## src/rtl/pe_inject_sched.sv

```systemverilog
// Round-robin wormhole injection scheduler that shares one PE injection port of the 2-VC mesh.
// Optional stall watchdog is compiled in with `define PE_INJECT_TIMEOUT_EN.
`ifndef DATAW
`define DATAW 31
`endif
`ifndef VCH
`define VCH 1
`endif
`ifndef VCHW
`define VCHW 0
`endif

module pe_inject_sched #(
  parameter int REQ_N   = 4,
  parameter int TIMEOUT = 255
) (
  input  logic                         clk,
  input  logic                         rst_,
  input  logic [REQ_N-1:0]             req_valid,
  input  logic [REQ_N*(`DATAW+1)-1:0]  req_data,
  input  logic [REQ_N-1:0]             req_tail,
  output logic [REQ_N-1:0]             req_ack,
  input  logic [`VCH:0]                irdy,
  output logic [`DATAW:0]              odata,
  output logic                         ovalid,
  output logic [`VCHW:0]               ovch,
  output logic                         busy,
  output logic                         err_timeout
);
  localparam int FW = `DATAW + 1;
  localparam int PW = (REQ_N > 1) ? $clog2(REQ_N) : 1;
  localparam int VW = `VCHW + 1;

  typedef enum logic {IDLE, SEND} state_t;

  state_t        state;
  logic [PW-1:0] rr_ptr;
  logic [PW-1:0] owner;
  logic [PW-1:0] winner;
  logic [PW-1:0] next_ptr;
  logic [VW-1:0] vc_lock;
  logic [VW-1:0] vc_pick;
  logic          found;
  logic          accept;
  logic          timeout_hit;

  // Round-robin search starting at rr_ptr, wrapping modulo REQ_N.
  always_comb begin
    int idx;
    idx    = 0;
    winner = '0;
    found  = 1'b0;
    for (int k = 0; k < REQ_N; k++) begin
      idx = int'(rr_ptr) + k;
      if (idx >= REQ_N) idx = idx - REQ_N;
      if (!found && req_valid[idx]) begin
        winner = PW'(idx);
        found  = 1'b1;
      end
    end
  end

  always_comb begin
    vc_pick = '0;
    for (int v = `VCH; v >= 0; v--) begin
      if (irdy[v]) vc_pick = VW'(v);
    end
  end

  assign next_ptr = (owner == PW'(REQ_N - 1)) ? '0 : owner + 1'b1;
  assign accept   = (state == SEND) && req_valid[owner] && irdy[vc_lock];
  assign busy     = (state == SEND);

  always_comb begin
    req_ack = '0;
    if (accept) req_ack[owner] = 1'b1;
  end

`ifdef PE_INJECT_TIMEOUT_EN
  logic [7:0] stall_cnt;

  // Fires on the stall cycle that would bring the count up to TIMEOUT.
  assign timeout_hit = (state == SEND) && !accept &&
                       (({1'b0, stall_cnt} + 9'd1) >= 9'(TIMEOUT));

  always_ff @(posedge clk or posedge rst_) begin
    if (rst_) begin
      stall_cnt   <= '0;
      err_timeout <= 1'b0;
    end else begin
      if (timeout_hit) err_timeout <= 1'b1;
      if (state != SEND || accept || timeout_hit) stall_cnt <= '0;
      else if (stall_cnt != 8'hFF) stall_cnt <= stall_cnt + 8'd1;
    end
  end
`else
  assign timeout_hit = 1'b0;
  assign err_timeout = 1'b0;
`endif

  always_ff @(posedge clk or posedge rst_) begin
    if (rst_) begin
      state   <= IDLE;
      rr_ptr  <= '0;
      owner   <= '0;
      vc_lock <= '0;
      odata   <= '0;
      ovalid  <= 1'b0;
      ovch    <= '0;
    end else begin
      ovalid <= accept;
      if (accept) begin
        odata <= req_data[owner*FW +: FW];
        ovch  <= vc_lock;
      end
      case (state)
        IDLE: begin
          if (found && |irdy) begin
            owner   <= winner;
            vc_lock <= vc_pick;
            state   <= SEND;
          end
        end
        SEND: begin
          // VC and owner stay locked until the tail (or a watchdog abort).
          if ((accept && req_tail[owner]) || timeout_hit) begin
            state  <= IDLE;
            rr_ptr <= next_ptr;
          end
        end
        default: state <= IDLE;
      endcase
    end
  end
endmodule

```

## config.mk

```make
export PLATFORM = sky130hd
export DESIGN_NAME = pe_inject_sched
export DESIGN_NICKNAME = d
export VERILOG_FILES = /design/src/rtl/pe_inject_sched.sv
export SDC_FILE = /design/constraint.sdc
export NUM_CORES = 1
export LEC_CHECK = 0
export ABC_AREA = 1
export CORE_MARGIN = 4
export CORE_UTILIZATION = 60
export DETAILED_ROUTE_END_ITERATION = 16
export DONT_BUFFER_PORTS = 1
export PLACE_DENSITY_LB_ADDON = 0.1
export SETUP_SLACK_MARGIN = 0.4
export SLEW_MARGIN = 20
export SYNTH_ARGS = -nofsm -noshare
export SYNTH_HDL_FRONTEND = slang
export SYNTH_SLANG_ARGS = --single-unit
```

## constraint.sdc

```tcl
create_clock -name clk -period 1.94 [get_ports clk]
set_clock_uncertainty 0.1 [all_clocks]
set_input_delay 0.291 -clock clk [delete_from_list [all_inputs] [get_ports clk]]
set_output_delay 0.291 -clock clk [all_outputs]
set_load 0.1 [all_outputs]
```

# [Word-level counts from Yosys, hierarchy flattened]
# Cells that the tools add are included.
[op_classes] add_sub_neg=8 order_cmp=11 eq_ne=1 n_shift=1 n_mux=39 n_bitwise=1 n_reduce_logical=14
[ops] op="< comparator 32 x 4 -> 1 bit, second input constant" count=4
[ops] op="2-to-1 mux 32 bit" count=4
[ops] op="variable part select 128 x 8 -> 32 bit" count=1
[ops] op="2-to-1 mux 1 bit" count=21
[ops] op="binary-select mux 1 bit (select 2 bit)" count=6
[ops] op="subtractor 3 x 3 -> 4 bit, second input constant" count=3
[ops] op="2-to-1 mux 2 bit" count=5
[ops] op="greater-or-equal comparator 3 bit, second input constant" count=3
[ops] op="logical AND 1 bit" count=8
[ops] op="adder 2 x 2 -> 3 bit, second input constant" count=2
[ops] op="2-to-1 mux 4 bit" count=1
[ops] op="AND reduction 2 bit" count=2
[ops] op="subtractor 2 x 3 -> 4 bit, second input constant" count=1
[ops] op="adder 2 x 1 -> 3 bit, second input constant" count=1
[ops] op="greater-or-equal comparator 2 x 3 -> 1 bit, second input constant" count=1
[ops] op="zero test 1 bit" count=3
[ops] op="< comparator 2 x 3 -> 1 bit, second input constant" count=1
[ops] op="adder 2 x 1 -> 2 bit, second input constant" count=1
[ops] op="demux 1 bit (select 2 bit)" count=1
[ops] op="== test 2 bit, second input constant" count=1
[ops] op="greater-or-equal comparator 2 x 1 -> 1 bit, second input constant" count=1
[ops] op="< comparator 1 x 2 -> 1 bit, second input constant" count=1
[ops] op="one-hot mux 1 bit (2 select lines)" count=1
[ops] op="OR reduction 2 bit" count=1
[ops] op="NOT 1 bit" count=1
[word_totals] reg_bits=40 input_bits=140 elab_cells=82

# [Logic depth before layout (Yosys ltp)]
# Gate-level depths: netlist of the first run.
[logic_depth] word_depth=18 ltp_mapped=11

# [Worst setup path after synthesis of the first run]
# Ideal clock, no wire load.
[synth_path] kind="reg2out" from="reg state (netlist: busy)" to="out req_ack[0]" arrival_ns=2.712 required_ns=1.549 setup_slack_ns=-1.163 path_stages_with_launch=5 path_buffers=0 path_cell_list="dfrtp_1 -> o21ai_0 -> a21oi_1 -> nand2_4 -> nor2_1"
[synth_via] elab_chain_cells=3
[synth_rtl] item="start, declared" line_no="36" source="state_t state;"
[synth_rtl] item="start signal, assigned" line_no="103" source="state <= IDLE;"
[synth_rtl] item="start signal, assigned" line_no="121" source="state <= SEND;"
[synth_rtl] item="start signal, assigned" line_no="127" source="state <= IDLE;"
[synth_rtl] item="logical AND 1 bit (2 in series)" line_no="71" source="assign accept = (state == SEND) && req_valid[owner] && irdy[vc_lock];"
[synth_rtl] item="2-to-1 mux 4 bit" line_no="76" source="if (accept) req_ack[owner] = 1'b1;"
[synth_rtl] item="end, declared" line_no="22" source="output logic [REQ_N-1:0] req_ack,"
# No other way between the ends.

# [Worst setup path after layout of the first run]
[layout_path] from="reg owner[0]" to="out req_ack[3]"
[layout_via] elab_chain_cells=5
[layout_rtl] item="start, declared" line_no="38" source="logic [PW-1:0] owner;"
[layout_rtl] item="start signal, assigned" line_no="119" source="owner <= winner;"
[layout_rtl] item="< comparator 2 x 3 -> 1 bit (not written as such) (tied with other cells)" line_no="76"
[layout_rtl] item="logical AND 1 bit (not written as such) / 2-to-1 mux 1 bit (equally long branches)" line_no="76, 71"
[layout_rtl] item="2-to-1 mux 1 bit (not written as such) / logical AND 1 bit (equally long branches)" line_no="76, 71"
[layout_rtl] item="demux 1 bit (select 2 bit) / logical AND 1 bit (equally long branches)" line_no="76, 71"
[layout_rtl] item="2-to-1 mux 4 bit *" line_no="76"
# Every way passes the cells marked *; elsewhere a longest branch is shown, timed or not. The select of a mux whose other input is x is not followed.

==> results.txt, run 1 <==
The checks that failed: negative setup slack. For the worst path required time, the log shows 1.55 ns. Walking the worst path, the cells encountered are buf_12 > ha_1 > inv_1 > nor2_4 > buf_12. The warning count from the yosys run was 0; the average via count per standard cell was 6.35. From left edge to right edge, the die measures 76.6 um.

The run gives 0 as the count of inserted antenna diode cells. Setup violations remaining at the end of the flow were counted as 3. The synthesized design contains 40 register bits.

The number of instances in the synthesized netlist is 443, and the number of antenna violations at the first check in global routing is 0. The CTS clock-pin slew for the worst setup and hold paths was 0.08 ns. The core region is 0.00444 mm^2.

Kind of cell adding the most delay to the critical path: flip-flops. The cell area that synthesis handed to floorplanning was 0.00282 mm^2. Summed over all layers, the routed wires come to 10700 um. Data on the critical path arrives at its endpoint at 1.58 ns. For this design, the slowest cell found on the critical path is dfrtp_2.

The via count of the first global-routing pass is 3095. The critical path is of the reg2out type. The synthesized netlist contains 26 unique library cells.

The cell sitting at the root of the clock tree is a clkbuf_8. The detailed router placed 3447 vias in this run. The run gives -0.0270 ns as the final worst-path setup slack. The vertical die dimension was 76.6 um. The floorplan has 24 rows. The count of routing violations after the opening detailed-route iteration was 332; the share of the clock period used by the worst path was 101%. The run gives 6480 um as the half-perimeter wire length of the detailed placement result. Hold is met by 0.116 ns. The shortest clock period the worst path allows after layout is 1.97 ns, and the clock latency reported for the late side of the worst-skew pair is 0.30 ns.

The final max-slew violation count came out at 0. The final hold violation count was 0; the number of sinks driven by the clock tree was 40. Buffers placed on the I/O ports in this run total 0. Post-layout instance count excluding filler cells: 543. The cell with the most instances on the worst path was buf_12.

The tools report the number of iterations in the first detailed-routing pass as 6. The total number of H-tree levels is 2, and the fraction of layout instances using a drive strength above 1 is 25.5%. The mean instance size in the synthesized netlist came out at 6.37 um^2.

Counting the fill cells in the layout gives 263. Setup repair after global routing could not meet its margin everywhere. The launching element type of the critical path was a register.

The clock buffer count from CTS came out at 5. The run gives 634 as the final-stage net count. The average wire per standard cell works out to 19.6 um. Routability-driven placement finished with a final weighted congestion of 0.888.

The flow ran to the end, but the final reports show violations. The first global-routing pass estimated 15200 um of wire. The floorplan step defined a die boundary enclosing 0.00586 mm^2. The tools report the nature of the critical path endpoint as an output pin. The remaining antenna violation count after routing is 0. The buffers plus inverters on the worst setup path was 3; the sequential-to-total area share from yosys stat was 35.5%. The run gives 587 as the number of nets produced by synthesis.

For this run, design rule violations remaining after detail routing come to 0. 180 I/O pins were placed. The initial core utilization was 63.5%; the global-route usage over all layers was 32.2%. The worst register-to-register path has a setup slack of 0.10 ns. TritonCTS built the clock tree. Along the worst path, the maximum fanout reaches 34. Summed over all layers, the global routing overflow is 0. The tools report the highest clock frequency the design can meet as 508 MHz. The min-delay analysis places its worst path in the category in2reg. Entering global routing, the biggest net connects 36 pins. Compared with the post-synthesis result, the final layout area differs by 35.0%. The logs give 2 for the deepest clock path buffer count and 515 for the post-placement cell count. Highest cell delay on the worst timing path: 0.48 ns. For the total of max-cap violations, the log shows 0.
## synth_stat cells
master	instances	area, um^2
buf_6	2	22.5
nor2_1	170	638
ha_1	4	50.1
clkbuf_1	13	48.8
nand3_2	1	10.0
inv_4	2	12.5
nor2_2	1	6.26
nand4_1	1	6.26
nand3_1	10	50.1
nand2_2	1	6.26
a31oi_1	32	200
nand2_4	1	11.3
a21oi_1	2	10.0
buf_2	10	50.1
or2_2	1	6.26
o21ai_1	6	30.0
o21ai_0	70	350
dfrtp_1	40	1000
o22ai_1	1	6.26
buf_1	1	3.75
a21oi_2	1	8.76
buf_4	5	37.5
conb_1	1	3.75
inv_1	17	63.8
inv_2	2	7.51
nand2_1	48	180
## metal layers
layer  global-route usage [%]  routed length (um)  vias up
li1                         -                   -     1544
met1                     36.7                3580     1554
met2                     56.6                5190      282
met3                     10.2                1280       67
met4                     11.1                 609        0
met5                        0                   0        -
## sequential cells by signal, indices dropped and copies added (netlist names)
name and count:
ovalid 1, vc_lock 1, owner 2, ovch 1
rr_ptr 2, odata 32, busy 1
## kinds of logic (layout without fill, tap and decap cells)
family	Yosys count	after routing	share of synthesized area [%]
DFF	40	40	35.5
other	1	1	0.133
and+or+nand+nor	234	234	32.4
AOI/OAI and AO/OA	112	112	21.5
buffers and inverters	52	100	8.74
adders and majority gates	4	4	1.77
## layout make-up
| class | count | area, um^2 | area share (%) |
|---|---|---|---|
| tap | 52 | 65.1 | 1.71 |
| timing repair inverter | 1 | 7.51 | 0.197 |
| clock buffer | 7 | 96.3 | 2.53 |
| sequential | 40 | 1010 | 26.5 |
| clock inverter | 1 | 30.0 | 0.788 |
| inverter | 21 | 105 | 2.76 |
| multi-input combinational | 351 | 1740 | 45.8 |
| timing repair buffer | 70 | 752 | 19.7 |
## layout by cell type, fill, tap and decap left out, types with 2 or more instances in the layout
cell type   synthesis  final
clkbuf_8            0      7
nand2_2             1      8
nand3_1            10      6
dfrtp_2             0      4
inv_8               0      2
nand3_2             1      4
buf_8               0      3
ha_1                4      2
buf_16              0      2
nor2_4              0      6
o21ai_0            70     68
o21ai_2             0      2
o21ai_1             6      6
inv_1              17     12
clkinvlp_4          0      2
nor2_1            170    164
dfrtp_1            40     35
inv_2               2      4
buf_6               2      3
ha_4                0      2
bufbuf_16           0      2
buf_4               5     51
nand2_1            48     37
nand2_4             1      5
buf_12              0      8
a31oi_1            32     31
## final timing paths
kind	startpoint	to	depth (start not counted)
worst max-delay path	owner[0]	req_ack[3]	5
worst min-delay path	irdy[0]	vc_lock	2
worst max register to register	owner[0]	odata[30]	10
worst min register to register	odata[18]	odata[18]	2
max in group asynchronous	rst_	odata[31]	3
min in group asynchronous	rst_	odata[0]	2
## metrics by stage
step           area, um^2  worst slack, ns  setup TNS [ns]  util, %
4_1_cts              3690           0.0191               0     83.1
5_1_grt              3810           -0.143          -0.920     85.7
2_1_floorplan        2950           0.0649               0        -
6_report             3810          -0.0270         -0.0671     85.7
3_3_place_gp         3230            0.105               0     72.7
3_5_place_dp         3230           0.0781               0     72.7
## what timing repair did
item | CTS | global route
buffers inserted | 12 | 2
endpoints found under the hold margin | 18 | 0
pin swaps | 7 | 6
endpoints found under the setup margin | 44 | 61
gates cloned | 4 | 1
gates resized for setup | 32 | 27
hold buffers | 1 | 0
## worst reg2reg max path, cell delays in order, from the launching register on
cell and delay, ns:
dfrtp_2 0.49, inv_6 0.11, a21oi_4 0.05, o21ai_2 0.07
nand2_2 0.08, nand2_4 0.15, buf_4 0.17, inv_8 0.05
buf_4 0.14, buf_16 0.15, a31oi_1 0.18
Power of run 1 is not shown: default switching activity piles up to over one toggle a cycle in this logic, so the estimate is an artifact.
==> inputs of run 2 (changes only) <==
--- a/config.mk
+++ b/config.mk
@@ -6,7 +6,7 @@
 export NUM_CORES = 1
 export LEC_CHECK = 0
 export ABC_AREA = 1
-export CORE_MARGIN = 4
+export CORE_MARGIN = 2
 export CORE_UTILIZATION = 60
 export DETAILED_ROUTE_END_ITERATION = 16
 export DONT_BUFFER_PORTS = 1
==> run 2 against run 1 <==
- the run still ends with negative setup slack left
- routed wire length grew 12%
- critical path depth grew 5
- setup slack worse by 0.068 ns
- cell count rose by 0.37%
- sequential share of layout area down 1.3 points
==> results.txt, run 2 (synthesis gave the netlist of run 1 again) <==
The clock reaches the later pin of the worst-skew pair after 0.30 ns. Detailed placement finished with a half-perimeter wire length of 6260 um. The register with the most flip-flops in the final layout is odata.

The transition at the pin with the smallest max-transition slack was 0.663 ns; the number of inserted filler cells in the final layout was 206. The routed design could run at a clock period as short as 2.04 ns. At the worst endpoint, the required time is 2.04 ns.

In the layout the commonest cells are nor2_1 (152), o21ai_0 (67), buf_4 (52). The maximum fanout count along the critical path was 9; the final hold violation count was 0. Cells with a size suffix above 1 make up 30.8% of the layout.

The run gives 2 as the deepest clock path buffer count. Once detail routing completed, the nets flagged for antenna violations numbered 0. 0 antenna diodes ended up in the layout. The flow ran to the end, but the final reports show violations. The final layout contains 636 nets. The share of the clock period used by the worst path is 105%. Counting the buffers created by CTS gives 5. For this design the top-level I/O count stands at 180. The global placement routability congestion was 0.854. The final reports fail on negative setup slack. The library cell used most frequently in the layout, excluding fill and tap cells, is nor2_1. The min-delay analysis places its worst path in the category in2reg. Global routing used 34.1% of the available tracks across all layers.

The setup path with the least slack is of type reg2reg. For the sum of negative setup slack, the log shows -0.345 ns. The average via count per standard cell is 6.77, and the total length of routed wires is 12000 um. Once layout is complete, the cells apart from fillers number 545. In the final routed layout, each cell accounts on average for 22.0 um. Once the floorplan was initialized, standard cells occupied 63.5% of the core. Number of antenna violations at the first check in global routing: 0. The number of port buffers was 0.

The final worst-path setup slack is -0.0951 ns. The total area inside the core boundary comes to 0.00444 mm^2. In the routed design, unresolved DRC markers number 0. Entering global routing, the biggest net connects 39 pins.

The largest registers in the layout are odata x32, owner x2, rr_ptr x2. In this run, the number of DRC markers left after iteration 0 of detailed routing was 608. In this run the tightest slew margin relative to its limit is 55.5%. The area of the multi-input gates came out at 0.00195 mm^2. Setup violations remaining at the end of the flow were counted as 8. From left edge to right edge, the die measures 72.6 um. The run gives 0 as the overall overflow remaining after global route. The number of iterations in the first detailed-routing pass came out at 5. The logs give 2963 for the via count of the first global-routing pass and 24 for the row count.

The run gives 515 as the post-placement cell count. The tools report the arrival time of the worst setup path as 2.14 ns. The tool flagged a number of max-cap violations equal to 0. Compared with the post-synthesis result, the final layout area differs by 42.2%.

TritonCTS built the clock tree. The H-tree generated during clock tree synthesis spans 2 levels. Setup repair after global routing could not meet its margin everywhere. CTS saw 40 sinks. Summing all flip-flop and latch instances after layout gives 0.00101 mm^2. The final route contains 3691 vias. The launching element type of the critical path was a register. The tools report the nature of the critical path endpoint as a register. The library cell used as clock root buffer is clkbuf_8.

For the final max-slew violation count, the log shows 0. The flip-flop count of the largest register, all copies and words added was 32. The CTS clock-pin slew for the worst setup and hold paths works out to 0.09 ns. The vertical die dimension is 72.6 um. The run gives -0.1 ns as the register-to-register setup slack.

Timing would allow up to 491 MHz. The first global-routing pass estimated 14000 um of wire. The floorplan step defined a die boundary enclosing 0.00527 mm^2. At the placement stage, the worst setup path has a slack of 0.122 ns.
## run 2: routing by layer
layer  routed length [um]  part of all wire, %  global-route usage, %  vias to the layer above
met3                 1370                   11                   7.73                      108
met1                 4000                   33                   42.6                     1683
met5                    0                    0                      0                        -
met4                  767                  6.4                   11.5                        0
met2                 5830                   49                   58.4                      356
li1                     -                    -                      -                     1544
## run 2: worst max-delay path: stages (launching register included)
cell	delay [ns]
dfrtp_2	0.50
a21oi_2	0.20
o21ai_2	0.09
nand2_2	0.09
nand2_4	0.10
buf_4	0.17
buf_6	0.12
inv_8	0.12
clkbuf_16	0.17
nor2_1	0.06
a31oi_1	0.23
## run 2: layout make-up
type,instances,share of cell area (%)
flip-flops and latches,40,25.2
well taps,52,1.62
multi-input cells,351,48.6
inverters,21,2.59
repair inverters,1,0.156
clock buffers,5,1.72
repair buffers,72,19.7
clock inverters,3,0.468
## run 2: final timing paths
path	start	end	depth (start not counted)
setup reg to reg	owner[0]	odata[1]	10
min in group asynchronous	rst_	odata[30]	2
hold / removal	irdy[0]	vc_lock	2
max in group asynchronous	rst_	odata[17]	3
setup / recovery	owner[0]	odata[1]	10
hold reg to reg	odata[6]	odata[6]	2
## run 2: per-stage QoR
step | utilization (%) | cell area (um^2) | hold slack (ns)
floorplan | - | 2950 | 0.371
global placement | 72.9 | 3240 | 0.111
detailed placement | 72.9 | 3240 | 0.108
CTS | 82.9 | 3680 | 0.0798
global route | 90.3 | 4010 | 0.0874
finish | 90.3 | 4010 | 0.0759
## run 2: repair_timing
action,CTS,global route
endpoints found under the setup margin,44,44
buffers inserted,13,0
hold buffers,1,0
hold endpoints to repair,15,0
cloned,3,5
pin swaps,17,4
resized for setup,48,44
Power of run 2 is left out for the same reason.
==> inputs of run 3 (changes only) <==
--- a/config.mk
+++ b/config.mk
@@ -8,6 +8,7 @@
 export ABC_AREA = 1
 export CORE_MARGIN = 2
 export CORE_UTILIZATION = 60
+export CTS_CLUSTER_SIZE = 16
 export DETAILED_ROUTE_END_ITERATION = 16
 export DONT_BUFFER_PORTS = 1
 export PLACE_DENSITY_LB_ADDON = 0.1
==> constraint.sdc (replaced) <==
create_clock -name clk -period 2.4 [get_ports clk]
set_clock_uncertainty 0.1 [all_clocks]
set_input_delay 0.36 -clock clk [delete_from_list [all_inputs] [get_ports clk]]
set_output_delay 0.36 -clock clk [all_outputs]
set_load 0.1 [all_outputs]
==> run 3 against run 2 <==
- the flow now finishes without violations
- die area stayed put
- sequential cell count is the same
- cell count fell by 2.6%
- final area decreased by 14%
- non-clock buffer count shrank 13
- worst hold slack better by 0.059 ns
- core utilization shrank 13 points
- register-to-register slack improved by 0.52 ns
- largest cell class unchanged
==> results.txt, run 3 (synthesis gave the netlist of run 1 again) <==
The global placement routability congestion was 1.01. The clock passes through at most 2 buffers. The number of port buffers works out to 0.

The via count of the first global-routing pass was 2873; the sum of negative setup slack was 0 ns. The average via count per standard cell came out at 6.00. The first global-routing pass estimated 13300 um of wire. The remaining antenna violation count after routing is 0. Setup violations remaining at the end of the flow were counted as 0. The most common cell after layout, fill and taps aside was nor2_1. The library cell contributing the largest single delay on the critical path is dfrtp_2. The shortest clock period the worst path allows after layout works out to 2.19 ns. The critical path is of the reg2out type.

The run gives 0 as the total of max-cap violations. The tools report the first element of the critical path as owner[0]. The maximum fanout count along the critical path is 38, and the width of the die is 72.6 um.

The wire-length estimate of the detail-placed layout is 6370 um. The vias after detailed routing came out at 3185. The register with the most flip-flops in the layout has 32 of them. The logs give 4 for the number of iterations in the first detailed-routing pass and 0 for the number of antenna violations at the first check in global routing. The clock buffer count from CTS was 5; the final max-slew violation count was 0. The CTS clock-pin slew for the worst setup and hold paths was 0.08 ns; the highest cell delay on the worst timing path was 0.45 ns.

The worst setup path is launched from a register. STA classifies the critical path endpoint as an output pin. In this run the critical register-to-register path is launched from owner[0].

Dividing the final minimum period by the clock period gives 91.2%. The cell sitting at the root of the clock tree is a clkbuf_8. The initial utilization of the core area, before any placement, comes to 63.5%.

Measured along the y axis, the die boundary spans 72.6 um. After detailed routing, the average wire length per cell comes to 16.7 um. Fraction of layout instances using a drive strength above 1: 18.0%.

Relative to the synthesized area, the layout overhead comes to 21.8%. Global routing consumed, over all layers together, 32.5% of the routing resources. The worst hold path belongs to the class in2reg. Summed over all layers, the global routing overflow is 0. In the final layout, the registers with the most flip-flops are odata x32, owner x2, rr_ptr x2.

Final hold violation count: 0. In the layout the commonest cells are nor2_1 (165), o21ai_0 (69), nand2_1 (48), buf_4 (48), dfrtp_1 (37). The repair_antennas step left the layout with diodes totalling 0. Data on the critical path is required at its endpoint by 1.94 ns. Derived from the worst setup path, the maximum achievable clock frequency is 457 MHz. The signal on the critical path passes through inv_6 > a21oi_2 > o21ai_1 > nand2_2 > nand2_4 > nor2_4 > buf_12. Placeable core region: 0.00444 mm^2. In this run the number of H-tree levels came out at 2. In this run the count of I/O pins placed on the die edge is 180. The register with the most flip-flops in the final layout is odata. For the number of sinks driven by the clock tree, the log shows 40.

For the worst-skew pair, the clock arrives at the later sink with an insertion delay of 0.30 ns. The die covers 0.00527 mm^2. In this run the core area contains 24 standard-cell rows.

For the final-stage net count, the log shows 622. For this run, design rule violations remaining after detail routing come to 0. The run finished with clean final reports. At the worst endpoint, the arrival time is 1.73 ns. Setup repair after global routing could not meet its margin everywhere. TritonCTS built the clock tree. For this block, the routed nets add up to 8870 um of wire.

In this run the most critical hold path is launched from irdy[0]. The pin count of the biggest net entering global routing was 39; the count of routing violations after the opening detailed-route iteration was 275.
==> run 3: changes by cell type in the layout (fill, tap and decap cells not counted), moves of 6 or more <==
cell	before	now
nand2_1	35	48
nand2_2	10	1
nor2_1	152	165
a31oi_4	7	0
a31oi_2	6	0
nor2_4	13	4
a31oi_1	19	32
==> run 3: worst paths after layout <==
kind | to | slack, ns | cells past startpoint
worst max-delay path | req_ack[1] | 0.21 | 7
worst min register to register | odata[29] | 0.46 | 2
worst min-delay path | vc_lock | 0.13 | 2
max in group asynchronous | owner[0] | 1.27 | 3
worst max register to register | odata[7] | 0.42 | 10
min in group asynchronous | odata[27] | 0.35 | 2
==> run 3: what timing repair did <==
item / in CTS / in global routing
endpoints found under the hold margin: 10 / 0
pin swaps: 4 / 1
buffers inserted: 6 / 2
gates cloned: 2 / 0
hold buffers: 1 / 0
setup endpoints to repair: 33 / 14
resized for setup: 7 / 6
==> run 3: cell type report <==
type                            instances  area (um^2)
Timing Repair Buffer                   59          563
Tap cell                               52         65.1
Clock buffer                            6         82.6
Clock inverter                          2         10.0
Sequential cell                        40         1010
Inverter                               21         93.8
Fill cell                             326         1010
Multi-Input combinational cell        351         1610
==> run 3: layer usage <==
| metal | part of all wire (%) | up-vias | track usage (%) |
|---|---|---|---|
| li1 | - | 1514 | - |
| met1 | 36 | 1430 | 39.1 |
| met2 | 50 | 213 | 56.9 |
| met3 | 10 | 28 | 7.60 |
| met4 | 2.9 | 0 | 11.1 |
| met5 | 0 | - | 0 |
==> run 3: through the flow <==
stage                     utilization [%]  hold WS (ns)  std cells  worst slack (ns)  cell area [um^2]
final                                77.3         0.135        531             0.210              3440
after global routing                 77.3         0.129        531             0.171              3440
after CTS                            76.6         0.130        529             0.242              3400
after detailed placement             71.7         0.110        512             0.352              3190
after global placement               71.7         0.108        512             0.459              3190
after floorplan                         -         0.403        443             0.421              2880
==> run 3: critical path: cells and delay by family, from the launching register on <==
family          cells  cell delay, ns
buf+inv             2            0.36
simple gates        3            0.35
flops               1            0.45
compound gates      2            0.26
Power of run 3 is left out for the same reason.
